<file path="src/rtl/score_pkg.sv">
// Shared constants for the score digit raster: cell geometry, the per-line
// scan state and the 8x8 digit font (bit 7 is the leftmost pixel of a row).
package score_pkg;

    localparam int CELL_W = 8;
    localparam int CELL_H = 8;

    typedef enum logic {
        IDLE   = 1'b0,
        ACTIVE = 1'b1
    } state_t;

    localparam logic [7:0] FONT [10][8] = '{
        '{8'h3C, 8'h66, 8'h6E, 8'h76, 8'h66, 8'h66, 8'h3C, 8'h00},
        '{8'h18, 8'h38, 8'h18, 8'h18, 8'h18, 8'h18, 8'h7E, 8'h00},
        '{8'h3C, 8'h66, 8'h06, 8'h0C, 8'h30, 8'h60, 8'h7E, 8'h00},
        '{8'h3C, 8'h66, 8'h06, 8'h1C, 8'h06, 8'h66, 8'h3C, 8'h00},
        '{8'h0C, 8'h1C, 8'h3C, 8'h6C, 8'h7E, 8'h0C, 8'h0C, 8'h00},
        '{8'h7E, 8'h60, 8'h7C, 8'h06, 8'h06, 8'h66, 8'h3C, 8'h00},
        '{8'h3C, 8'h60, 8'h7C, 8'h66, 8'h66, 8'h66, 8'h3C, 8'h00},
        '{8'h7E, 8'h06, 8'h0C, 8'h18, 8'h30, 8'h30, 8'h30, 8'h00},
        '{8'h3C, 8'h66, 8'h66, 8'h3C, 8'h66, 8'h66, 8'h3C, 8'h00},
        '{8'h3C, 8'h66, 8'h66, 8'h3E, 8'h06, 8'h0C, 8'h38, 8'h00}
    };

endpackage

</file>
<file path="src/rtl/score_digit_scan_if.sv">
// Video-side signal bundle between the timing/score source and the digit scanner.
interface score_digit_scan_if;
    logic       ce_pix;
    logic       hsync;
    logic       vsync;
    logic [7:0] score1;
    logic [7:0] score2;
    logic [2:0] sel;
    logic [7:0] data;
    logic       strobe_n;

    modport master (
        output ce_pix, hsync, vsync, score1, score2,
        input  sel, data, strobe_n
    );

    modport slave (
        input  ce_pix, hsync, vsync, score1, score2,
        output sel, data, strobe_n
    );
endinterface

</file>
<file path="src/rtl/score_glyph_rom.sv">
// Combinational digit glyph lookup; non-BCD nibbles and forced blanks read as an empty row.
module score_glyph_rom
    import score_pkg::*;
(
    input  logic [3:0] digit,
    input  logic [2:0] row,
    input  logic       force_blank,
    output logic [7:0] row_bits,
    output logic       blank
);

    // Blank detection and font row fetch
    always_comb begin
        blank    = force_blank || (digit > 4'd9);
        row_bits = 8'h00;
        if (blank) begin
            row_bits = 8'h00;
        end else begin
            row_bits = FONT[digit][row];
        end
    end

endmodule

</file>
<file path="src/rtl/score_digit_scan.sv">
// Score digit raster scanner: tracks beam position from sync pulses, latches the
// scores once per frame and feeds column select, glyph row and strobe to the 1-of-8 selector.
module score_digit_scan
    import score_pkg::*;
#(
    parameter int H_LEFT   = 64,
    parameter int H_RIGHT  = 192,
    parameter int V_TOP    = 16,
    parameter bit BLANK_LZ = 1'b1
) (
    input  logic               clk,
    input  logic               reset,
    score_digit_scan_if.slave  bus
);

    localparam logic [9:0] HL_LO = 10'(H_LEFT);
    localparam logic [9:0] HL_HI = 10'(H_LEFT + 2 * CELL_W);
    localparam logic [9:0] HR_LO = 10'(H_RIGHT);
    localparam logic [9:0] HR_HI = 10'(H_RIGHT + 2 * CELL_W);
    localparam logic [9:0] VT_LO = 10'(V_TOP);
    localparam logic [9:0] VT_HI = 10'(V_TOP + CELL_H);

    logic [8:0] hcnt_r, vcnt_r;
    logic [7:0] score1_r, score2_r;
    state_t     state_r, state_nxt_s;
    logic [2:0] sel_r;
    logic [7:0] data_r;
    logic       strobe_n_r;

    logic       hl_in_s, hr_in_s, row_ok_s, cell_valid_s, cell_start_s;
    logic [3:0] off_s;
    logic [2:0] row_s;
    logic [7:0] score_s;
    logic [3:0] digit_s;
    logic       lz_blank_s, blank_s, visible_s;
    logic [7:0] glyph_s;

    // Window decode; the left window takes precedence if the two overlap
    always_comb begin
        hl_in_s  = ({1'b0, hcnt_r} >= HL_LO) && ({1'b0, hcnt_r} < HL_HI);
        hr_in_s  = ({1'b0, hcnt_r} >= HR_LO) && ({1'b0, hcnt_r} < HR_HI);
        row_ok_s = ({1'b0, vcnt_r} >= VT_LO) && ({1'b0, vcnt_r} < VT_HI);
        row_s    = 3'(vcnt_r - 9'(V_TOP));
        if (hl_in_s) begin
            off_s   = 4'(hcnt_r - 9'(H_LEFT));
            score_s = score1_r;
        end else begin
            off_s   = 4'(hcnt_r - 9'(H_RIGHT));
            score_s = score2_r;
        end
        cell_valid_s = row_ok_s && (hl_in_s || hr_in_s);
        cell_start_s = row_ok_s && ((hcnt_r == 9'(H_LEFT)) || (hcnt_r == 9'(H_RIGHT)));
        digit_s      = off_s[3] ? score_s[3:0] : score_s[7:4];
        lz_blank_s   = BLANK_LZ && !off_s[3] && (digit_s == 4'd0);
    end

    score_glyph_rom u_rom (
        .digit       (digit_s),
        .row         (row_s),
        .force_blank (lz_blank_s),
        .row_bits    (glyph_s),
        .blank       (blank_s)
    );

    // Per-line scan state: a cell opens at its first column and closes when the window ends or a line starts
    always_comb begin
        state_nxt_s = IDLE;
        case (state_r)
            IDLE: begin
                if (!bus.hsync && cell_start_s) begin
                    state_nxt_s = ACTIVE;
                end else begin
                    state_nxt_s = IDLE;
                end
            end
            ACTIVE: begin
                if (bus.hsync || !cell_valid_s) begin
                    state_nxt_s = IDLE;
                end else begin
                    state_nxt_s = ACTIVE;
                end
            end
            default: state_nxt_s = IDLE;
        endcase
        visible_s = (state_nxt_s == ACTIVE) && !blank_s;
    end

    // Beam position counters and once-per-frame score shadow
    always_ff @(posedge clk or posedge reset) begin
        if (reset) begin
            hcnt_r   <= 9'd0;
            vcnt_r   <= 9'd0;
            score1_r <= 8'h00;
            score2_r <= 8'h00;
            state_r  <= IDLE;
        end else if (bus.ce_pix) begin
            if (bus.hsync) begin
                hcnt_r <= 9'd0;
            end else if (hcnt_r != 9'd511) begin
                hcnt_r <= hcnt_r + 9'd1;
            end else begin
                hcnt_r <= hcnt_r;
            end
            if (bus.vsync) begin
                vcnt_r   <= 9'd0;
                score1_r <= bus.score1;
                score2_r <= bus.score2;
            end else if (bus.hsync && (vcnt_r != 9'd511)) begin
                vcnt_r <= vcnt_r + 9'd1;
            end else begin
                vcnt_r <= vcnt_r;
            end
            state_r <= state_nxt_s;
        end else begin
            state_r <= state_r;
        end
    end

    // Selector drive registers; all three move together on the same enable
    always_ff @(posedge clk or posedge reset) begin
        if (reset) begin
            sel_r      <= 3'd0;
            data_r     <= 8'h00;
            strobe_n_r <= 1'b1;
        end else if (bus.ce_pix) begin
            sel_r      <= visible_s ? off_s[2:0] : 3'd0;
            data_r     <= visible_s ? glyph_s : 8'h00;
            strobe_n_r <= !visible_s;
        end else begin
            sel_r      <= sel_r;
            data_r     <= data_r;
            strobe_n_r <= strobe_n_r;
        end
    end

    assign bus.sel      = sel_r;
    assign bus.data     = data_r;
    assign bus.strobe_n = strobe_n_r;

endmodule

</file>
<file path="src/flat_wrapper.sv">
// flat-port wrapper written by rule: the top's interface ports become plain ports
module score_digit_scan_flat import score_pkg::*;
#(
    parameter int H_LEFT   = 64,
    parameter int H_RIGHT  = 192,
    parameter int V_TOP    = 16,
    parameter bit BLANK_LZ = 1'b1
)
  (clk, reset, bus_ce_pix, bus_hsync, bus_vsync, bus_score1, bus_score2, bus_sel, bus_data, bus_strobe_n);
  score_digit_scan_if bus_i ();
  input  logic clk;
  input  logic reset;
  input wire logic [$bits(bus_i.ce_pix)-1:0] bus_ce_pix;
  input wire logic [$bits(bus_i.hsync)-1:0] bus_hsync;
  input wire logic [$bits(bus_i.vsync)-1:0] bus_vsync;
  input wire logic [$bits(bus_i.score1)-1:0] bus_score1;
  input wire logic [$bits(bus_i.score2)-1:0] bus_score2;
  output wire logic [$bits(bus_i.sel)-1:0] bus_sel;
  output wire logic [$bits(bus_i.data)-1:0] bus_data;
  output wire logic [$bits(bus_i.strobe_n)-1:0] bus_strobe_n;
  assign bus_i.ce_pix = bus_ce_pix;
  assign bus_i.hsync = bus_hsync;
  assign bus_i.vsync = bus_vsync;
  assign bus_i.score1 = bus_score1;
  assign bus_i.score2 = bus_score2;
  assign bus_sel = bus_i.sel;
  assign bus_data = bus_i.data;
  assign bus_strobe_n = bus_i.strobe_n;
  score_digit_scan #(.H_LEFT(H_LEFT), .H_RIGHT(H_RIGHT), .V_TOP(V_TOP), .BLANK_LZ(BLANK_LZ)) u_core (.clk(clk), .reset(reset), .bus(bus_i));
endmodule
</file>
<file path="config.mk">
export PLATFORM = sky130hd
export DESIGN_NAME = score_digit_scan_flat
export DESIGN_NICKNAME = d
export VERILOG_FILES = /design/src/rtl/score_pkg.sv /design/src/rtl/score_digit_scan_if.sv /design/src/rtl/score_glyph_rom.sv /design/src/rtl/score_digit_scan.sv /design/src/flat_wrapper.sv
export SDC_FILE = /design/constraint.sdc
export NUM_CORES = 1
export LEC_CHECK = 0
export BUFFER_PORTS_ARGS = -buffer_cell sky130_fd_sc_hd__buf_2
export CELL_PAD_IN_SITES_DETAIL_PLACEMENT = 1
export CELL_PAD_IN_SITES_GLOBAL_PLACEMENT = 1
export CORE_MARGIN = 2
export CORE_UTILIZATION = 40
export DETAILED_ROUTE_END_ITERATION = 6
export GPL_TIMING_DRIVEN = 0
export PLACE_DENSITY = 0.79
export SKIP_CTS_REPAIR_TIMING = 1
export SYNTH_ARGS = -nofsm -noshare
export SYNTH_HDL_FRONTEND = slang
export SYNTH_SLANG_ARGS = --single-unit
</file>
<file path="constraint.sdc">
create_clock -name clk -period 3.47 [get_ports clk]
set_input_delay 0.347 -clock clk [delete_from_list [all_inputs] [get_ports clk]]
set_output_delay 0.347 -clock clk [all_outputs]
set_load 0.01 [all_outputs]
</file>
# --- Yosys cells after proc, flatten, opt, wreduce, memory -nomap -nowiden ---
# Memory sizes are Yosys's and may differ from the RTL's.
# Index checks and enable logic that the tools add are counted.
op_classes:
  add_sub_neg: 5
  multipliers: 0
  div_mod_pow: 0
  order_cmp: 9
  eq_ne: 4
  n_shift: 0
  mux: 18
  bitwise_logic: 3
  n_reduce_logical: 24
op_table:
  columns: ["cell", "n"]
  rows:
  - ["64-bit 2-to-1 mux", 2]
  - ["8-bit 2-to-1 mux", 5]
  - ["9-bit 2-to-1 mux", 4]
  - ["8-bit binary-select mux with 3-bit select", 1]
  - ["9-bit by 1-bit adder with 9-bit output, second input constant", 2]
  - ["9-bit inequality test, second input constant", 2]
  - ["9-bit by 7-bit equality test with 1-bit output, second input constant", 1]
  - ["9-bit by 8-bit equality test with 1-bit output, second input constant", 1]
  - ["9-bit by 5-bit >= comparator with 1-bit output, second input constant", 1]
  - ["9-bit by 7-bit >= comparator with 1-bit output, second input constant", 1]
  - ["9-bit by 8-bit >= comparator with 1-bit output, second input constant", 1]
  - ["1-bit logical AND", 9]
  - ["9-bit by 5-bit less-than comparator with 1-bit output, second input constant", 1]
  - ["9-bit by 7-bit less-than comparator with 1-bit output, second input constant", 1]
  - ["9-bit by 8-bit less-than comparator with 1-bit output, second input constant", 1]
  - ["4-bit 2-to-1 mux", 2]
  - ["4-bit by 1-bit subtractor with 4-bit output, second input constant", 2]
  - ["2-bit AND reduction", 3]
  - ["5-bit >= comparator, second input constant", 1]
  - ["1-bit logical NOT", 5]
  - ["4-bit NOT with 5-bit output", 1]
  - ["4-bit >= comparator, second input constant", 1]
  - ["4-bit greater-than comparator, second input constant", 1]
  - ["4-bit logical NOT", 1]
  - ["other kinds (8)", 13]
totals:
  register_bits: 47
  latch_bits: 0
  ramBits: 0
  romBits: 1024
  output_inout_bits: 12
  wordCells: 72
  n_memories: 1
mem_list:
  columns: ["name", "depth", "width", "rd", "rd_clocked_by_memory_dff", "wr", "line_no", "rtl"]
  rows:
  - ["(name not given)", 16, 64, 1, 0, 0, "score_glyph_rom.sv:19", "row_bits = FONT[digit][row];"]

# --- Depth between registers and ports, before layout ---
logic_depth:
  depth_word: 13
  mapped_depth: 11
  mapped_depth_nobuf: 11

# --- Hierarchy ---
# From an unflattened synthesis, not the netlist that was laid out.
hier_totals:
  cells_unflattened: 341
  area_unflattened_um2: 3280.6
by_module_without_submodules:
  columns: ["mod", "instances", "cells_per_inst", "area_each_um2", "seq_area_each_um2"]
  rows:
  - ["score_digit_scan", 1, 213, 2432.3, 1177.4]
  - ["score_glyph_rom", 1, 128, 848.3, 0.0]

# --- Least setup slack after synthesis ---
# Ideal clock, no wire load.
synth_path:
  path_kind: "flip-flop to flip-flop"
  startpoint: "register u_core.hcnt_r[4]"
  endpoint: "register u_core.data_r[1] (netlist: u_core.bus.data[1])"
  arrival_ps: 3187
  setup_slack_ps: 150
  stages_incl_launch_ff: 12
  path_buffers: 0
  period_less_slack_ps: 3320
  cell_sequence: "dfrtp_1 > or4b_4 > nor2_8 > mux4_2 > ha_1 > inv_1 > a311oi_1 > a22o_1 > a31oi_1 > o221a_1 > o211ai_1 > o211ai_1"
synth_via:
  elab_chain_len: 13
  elab_cells_between_ends: 37
  classes_between: "order compare (5); eq/ne (2); mux (13); bitwise (1); reduce/logical (15); memory (1)"
synth_rtl:
  columns: ["element", "line_no", "rtl"]
  rows:
  - ["start: declaration", "score_digit_scan.sv:23", "logic [8:0] hcnt_r, vcnt_r;"]
  - ["start signal: assignment", "score_digit_scan.sv:100", "hcnt_r <= hcnt_r + 9'd1;"]
  - ["start signal: assignment", "score_digit_scan.sv:102", "hcnt_r <= hcnt_r;"]
  - ["9-bit by 7-bit >= comparator with 1-bit output or 9-bit by 7-bit less-than comparator with 1-bit output (tied branches)", "score_digit_scan.sv:40", "hl_in_s = ({1'b0, hcnt_r} >= HL_LO) && ({1'b0, hcnt_r} < HL_HI);"]
  - ["1-bit logical AND", "score_digit_scan.sv:40", null]
  - ["8-bit 2-to-1 mux or 4-bit 2-to-1 mux (tied branches)", "score_digit_scan.sv:44", "if (hl_in_s) begin"]
  - ["4-bit 2-to-1 mux", "score_digit_scan.sv:53", "digit_s = off_s[3] ? score_s[3:0] : score_s[7:4];"]
  - ["4-bit NOT with 5-bit output (implied by the code)", "score_glyph_rom.sv:19", null]
  - ["memory read 16 x 64 bit", null, null]
  - ["64-bit 2-to-1 mux (implied by the code) (2 in a row)", "score_glyph_rom.sv:19", null]
  - ["8-bit binary-select mux with 3-bit select", "score_glyph_rom.sv:19", null]
  - ["8-bit 2-to-1 mux (implied by the code) (2 in a row)", "score_glyph_rom.sv:19", null]
  - ["8-bit 2-to-1 mux", "score_glyph_rom.sv:16", "if (blank) begin"]
  - ["8-bit 2-to-1 mux *", "score_digit_scan.sv:127", "data_r <= visible_s ? glyph_s : 8'h00;"]
  - ["end signal: assignment", "score_digit_scan.sv:127", null]
  - ["end signal: assignment", "score_digit_scan.sv:131", "data_r <= data_r;"]
  - ["end: declaration", "score_digit_scan.sv:27", "logic [7:0] data_r;"]
# Every way passes the cells marked *; elsewhere a longest branch is shown, timed or not. The select of a mux whose other input is x is not followed.
# A chain may end at the register's enable or synchronous reset.

# --- Final worst setup path ---
layout_path:
  startpoint: "register u_core.hcnt_r[8]"
  endpoint: "register u_core.data_r[1] (netlist: u_core.bus.data[1])"
# Same word-level chain as after synthesis.

==> results.json <==
{
  "ir_worst_vdd_v": 0.000165,
  "pwr-share-seq_pct": 39.3,
  "async_flop_share_pct": 100,
  "clkSinkCount": 45,
  "grt_pass1_wl_mm": 14.6,
  "skew_ns": 0.00705,
  "n_antenna_cell": 0,
  "routedWlPerCell_um": 17.8,
  "synth_area_mm2": 0.00304,
  "num_vias": 2854,
  "period_share_pct": 98.2,
  "leakagePower_nw": 1.57,
  "drt_first_pass_iters": 4,
  "min_path_cells": 3,
  "endpoint_kind": "flop",
  "place_congestion": 0.885,
  "rrSetupSlack_ns": 0.06,
  "dp_hpwl_mm": 6.46,
  "yosysWarnings": 0,
  "reg2reg_from": "u_core.hcnt_r[8]$_DFFE_PP0P_",
  "cts_buffers": 5,
  "critical_path_class": "flop to flop",
  "synth-seq-cells": 45,
  "drt-initial-drc-count": 266,
  "fmax_mhz": 293,
  "p_int_mw": 0.934,
  "tns_ns": 0,
  "grt_util_all_layers_pct": 21.8,
  "clk_path_buf_depth": 2,
  "layout_commonest_cell": "nand2_1",
  "synthesis.instances": 352,
  "whs_endpoint": "u_core.score2_r[2]$_DFFE_PP0P_",
  "worst-slew-pin-transition_ns": 0.649,
  "setup_viol": 0,
  "hold_ws_ns": 0.230,
  "die_x_um": 91.2,
  "clk_latency_ns": 0.30,
  "status": "finished, final reports clean",
  "final_cell_mix": "46 x nand2_1, 40 x dfrtp_1, 33 x buf_2",
  "cts-root-buf": "clkbuf_8",
  "ant_nets": 0,
  "design.core.area_mm2": 0.00729,
  "yosysSeqAreaShare_pct": 37.1,
  "finalHoldViolCount": 0,
  "r2r_end": "u_core.bus.data[1]$_DFFE_PP0P_",
  "fin_nets": 434,
  "die-area_mm2": 0.00832,
  "drv_cap": 0,
  "finalCriticalPeriod_ns": 3.41,
  "synthToLayoutAreaGrowth_pct": 17.0,
  "synth_area_per_cell_um2": 8.64,
  "fillers": 925,
  "crit_required_ns": 3.65,
  "grt_max_degree": 37,
  "cp.arrival_ns": 3.58,
  "drive_gt1_share_pct": 20.6,
  "antenna_found_initial": 0,
  "ys_types": 65,
  "p_comb_share_pct": 39.3,
  "path_max_fanout": 5,
  "timing.final.ws_setup_ns": 0.0617,
  "pwr-share-clk_pct": 21.5,
  "cts_tree": "done",
  "grt_pass1_vias": 2874,
  "placementRows": 31,
  "slew_headroom_pct": 56.2,
  "die_y_um": 91.2,
  "worstHoldStart": "bus_score2[2]",
  "pin_count": 33,
  "slew_violations": 0,
  "drt-total-wl_mm": 8.92,
  "clkSlewWorstSetupHoldPaths_ns": 0.08,
  "ff2ff_path_depth": 11,
  "htree_levels": 2,
  "start_util_pct": 41.7,
  "grt.overflow.total": 0,
  "drc": 0,
  "via_per_inst": 5.69,
  "ys.flop_type": "dfrtp_1",
  "switching_share_pct": 37.1,
  "startpoint_type": "flop",
  "fin_area_mm2": 0.00356,
  "synth_edf_count": 0,
  "dpl_worst_slack_ns": -0.294,
  "portBuffers": 29,
  "switching_power_mw": 0.549,
  "p_per_area_mw_per_mm2": 417,
  "min_path_type": "input pin to flop",
  "rsz0062_at_grt": "true",
  "place_area_mm2": 0.00333
}
worst max-delay path by stage:
stage | to | from
5_1_grt | u_core.bus.data[2]$_DFFE_PP0P_ | u_core.hcnt_r[8]$_DFFE_PP0P_
3_3_place_gp | u_core.bus.data[2]$_DFFE_PP0P_ | u_core.hcnt_r[4]$_DFFE_PP0P_
2_1_floorplan | u_core.bus.data[1]$_DFFE_PP0P_ | u_core.hcnt_r[4]$_DFFE_PP0P_
3_5_place_dp | u_core.bus.data[2]$_DFFE_PP0P_ | u_core.hcnt_r[4]$_DFFE_PP0P_
6_report | u_core.bus.data[1]$_DFFE_PP0P_ | u_core.hcnt_r[8]$_DFFE_PP0P_
4_1_cts | u_core.bus.data[2]$_DFFE_PP0P_ | u_core.hcnt_r[4]$_DFFE_PP0P_
stage by stage:
stage	power [mW]	cells	util [%]
final	1.48	502	48.8
after global placement	1.08	481	45.5
after floorplan	0.962	353	-
after detailed placement	1.10	482	45.7
after global routing	1.57	502	48.8
after CTS	1.42	490	46.8
Yosys cell counts, types with 2 or more instances:
library cell	n	share of area [%]
o31ai_1	5	1.2
a211oi_1	2	0.49
buf_2	4	0.66
xor2_1	6	1.7
mux4_2	5	3.7
o21ai_0	28	4.6
nand4_1	7	1.4
nor3_1	9	1.5
a22o_1	8	2.3
ha_1	11	4.5
or3_1	2	0.41
a22oi_1	4	0.99
buf_4	3	0.74
nand2b_1	2	0.41
nor2_1	27	3.3
clkbuf_1	15	1.9
a21oi_1	19	3.1
a221oi_1	2	0.58
and2_1	2	0.41
o21ai_1	4	0.66
inv_1	23	2.8
o221ai_1	2	0.58
a31oi_1	5	1.0
o211ai_1	3	0.74
a21o_1	3	0.74
and3_1	5	1.0
nand3b_1	2	0.49
nor3b_1	2	0.49
mux2i_1	3	0.99
xnor2_1	3	0.86
o2bb2ai_1	3	0.86
nand3_1	11	1.8
nor2b_1	2	0.41
nand2_1	46	5.7
dfrtp_1	44	36
registers in the layout, summed over array words and instances, names as in the netlist:
| register | count |
|---|---|
| u_core.hcnt_r | 9 |
| u_core.vcnt_r | 9 |
| u_core.score1_r | 8 |
| u_core.score2_r | 8 |
| u_core.bus.data | 6 |
| u_core.bus.sel | 3 |
| u_core.bus.strobe_n | 1 |
| u_core.state_r | 1 |
cell type report:
| cell class | instances | area [um2] | share of cell area [%] |
|---|---|---|---|
| Buffer | 24 | 114 | 3.20 |
| Clock buffer | 8 | 80.1 | 2.25 |
| Inverter | 25 | 96.3 | 2.71 |
| Multi-Input combinational cell | 259 | 1750 | 49.3 |
| Sequential cell | 45 | 1130 | 31.8 |
| Tap cell | 99 | 124 | 3.48 |
| Timing Repair Buffer | 42 | 258 | 7.24 |
cells by family after synthesis:
family	synth area share (%)
muxes	5.55
other	0.123
AOI/OAI and AO/OA	23.5
buffers and inverters	6.83
and+or+nand+nor	19.8
DFF	37.1
adders and majority gates	4.52
xor gates and xnor gates	2.59
metal layers:
layer	track usage (%)	up-vias	routed length (um)	part of all wire, %
met5	0	-	0	0
met4	5.05	0	86	0.96
met3	4.40	10	493	5.5
met2	36.9	93	4370	49
met1	28.8	1390	3970	44
li1	-	1361	-	-
worst max-delay path: stages (launching register included):
cell and delay [ns]:
dfrtp_2 0.44, or4b_4 0.60, nor2_8 0.18, mux4_2 0.58
ha_4 0.33, inv_1 0.09, a311oi_1 0.22, a22o_1 0.24
a31oi_1 0.06, o221a_1 0.27, o211ai_1 0.17, o211ai_1 0.11
power by group through the flow:
stage / registers (mW) / logic (mW) / clock network (mW)
after CTS: 0.581 / 0.513 / 0.329
after detailed placement: 0.592 / 0.512 / 0
final: 0.582 / 0.582 / 0.318
after global routing: 0.587 / 0.639 / 0.345
after global placement: 0.589 / 0.495 / 0
after floorplan: 0.583 / 0.379 / 0
No activity file was read; power rests on OpenSTA's default activity.
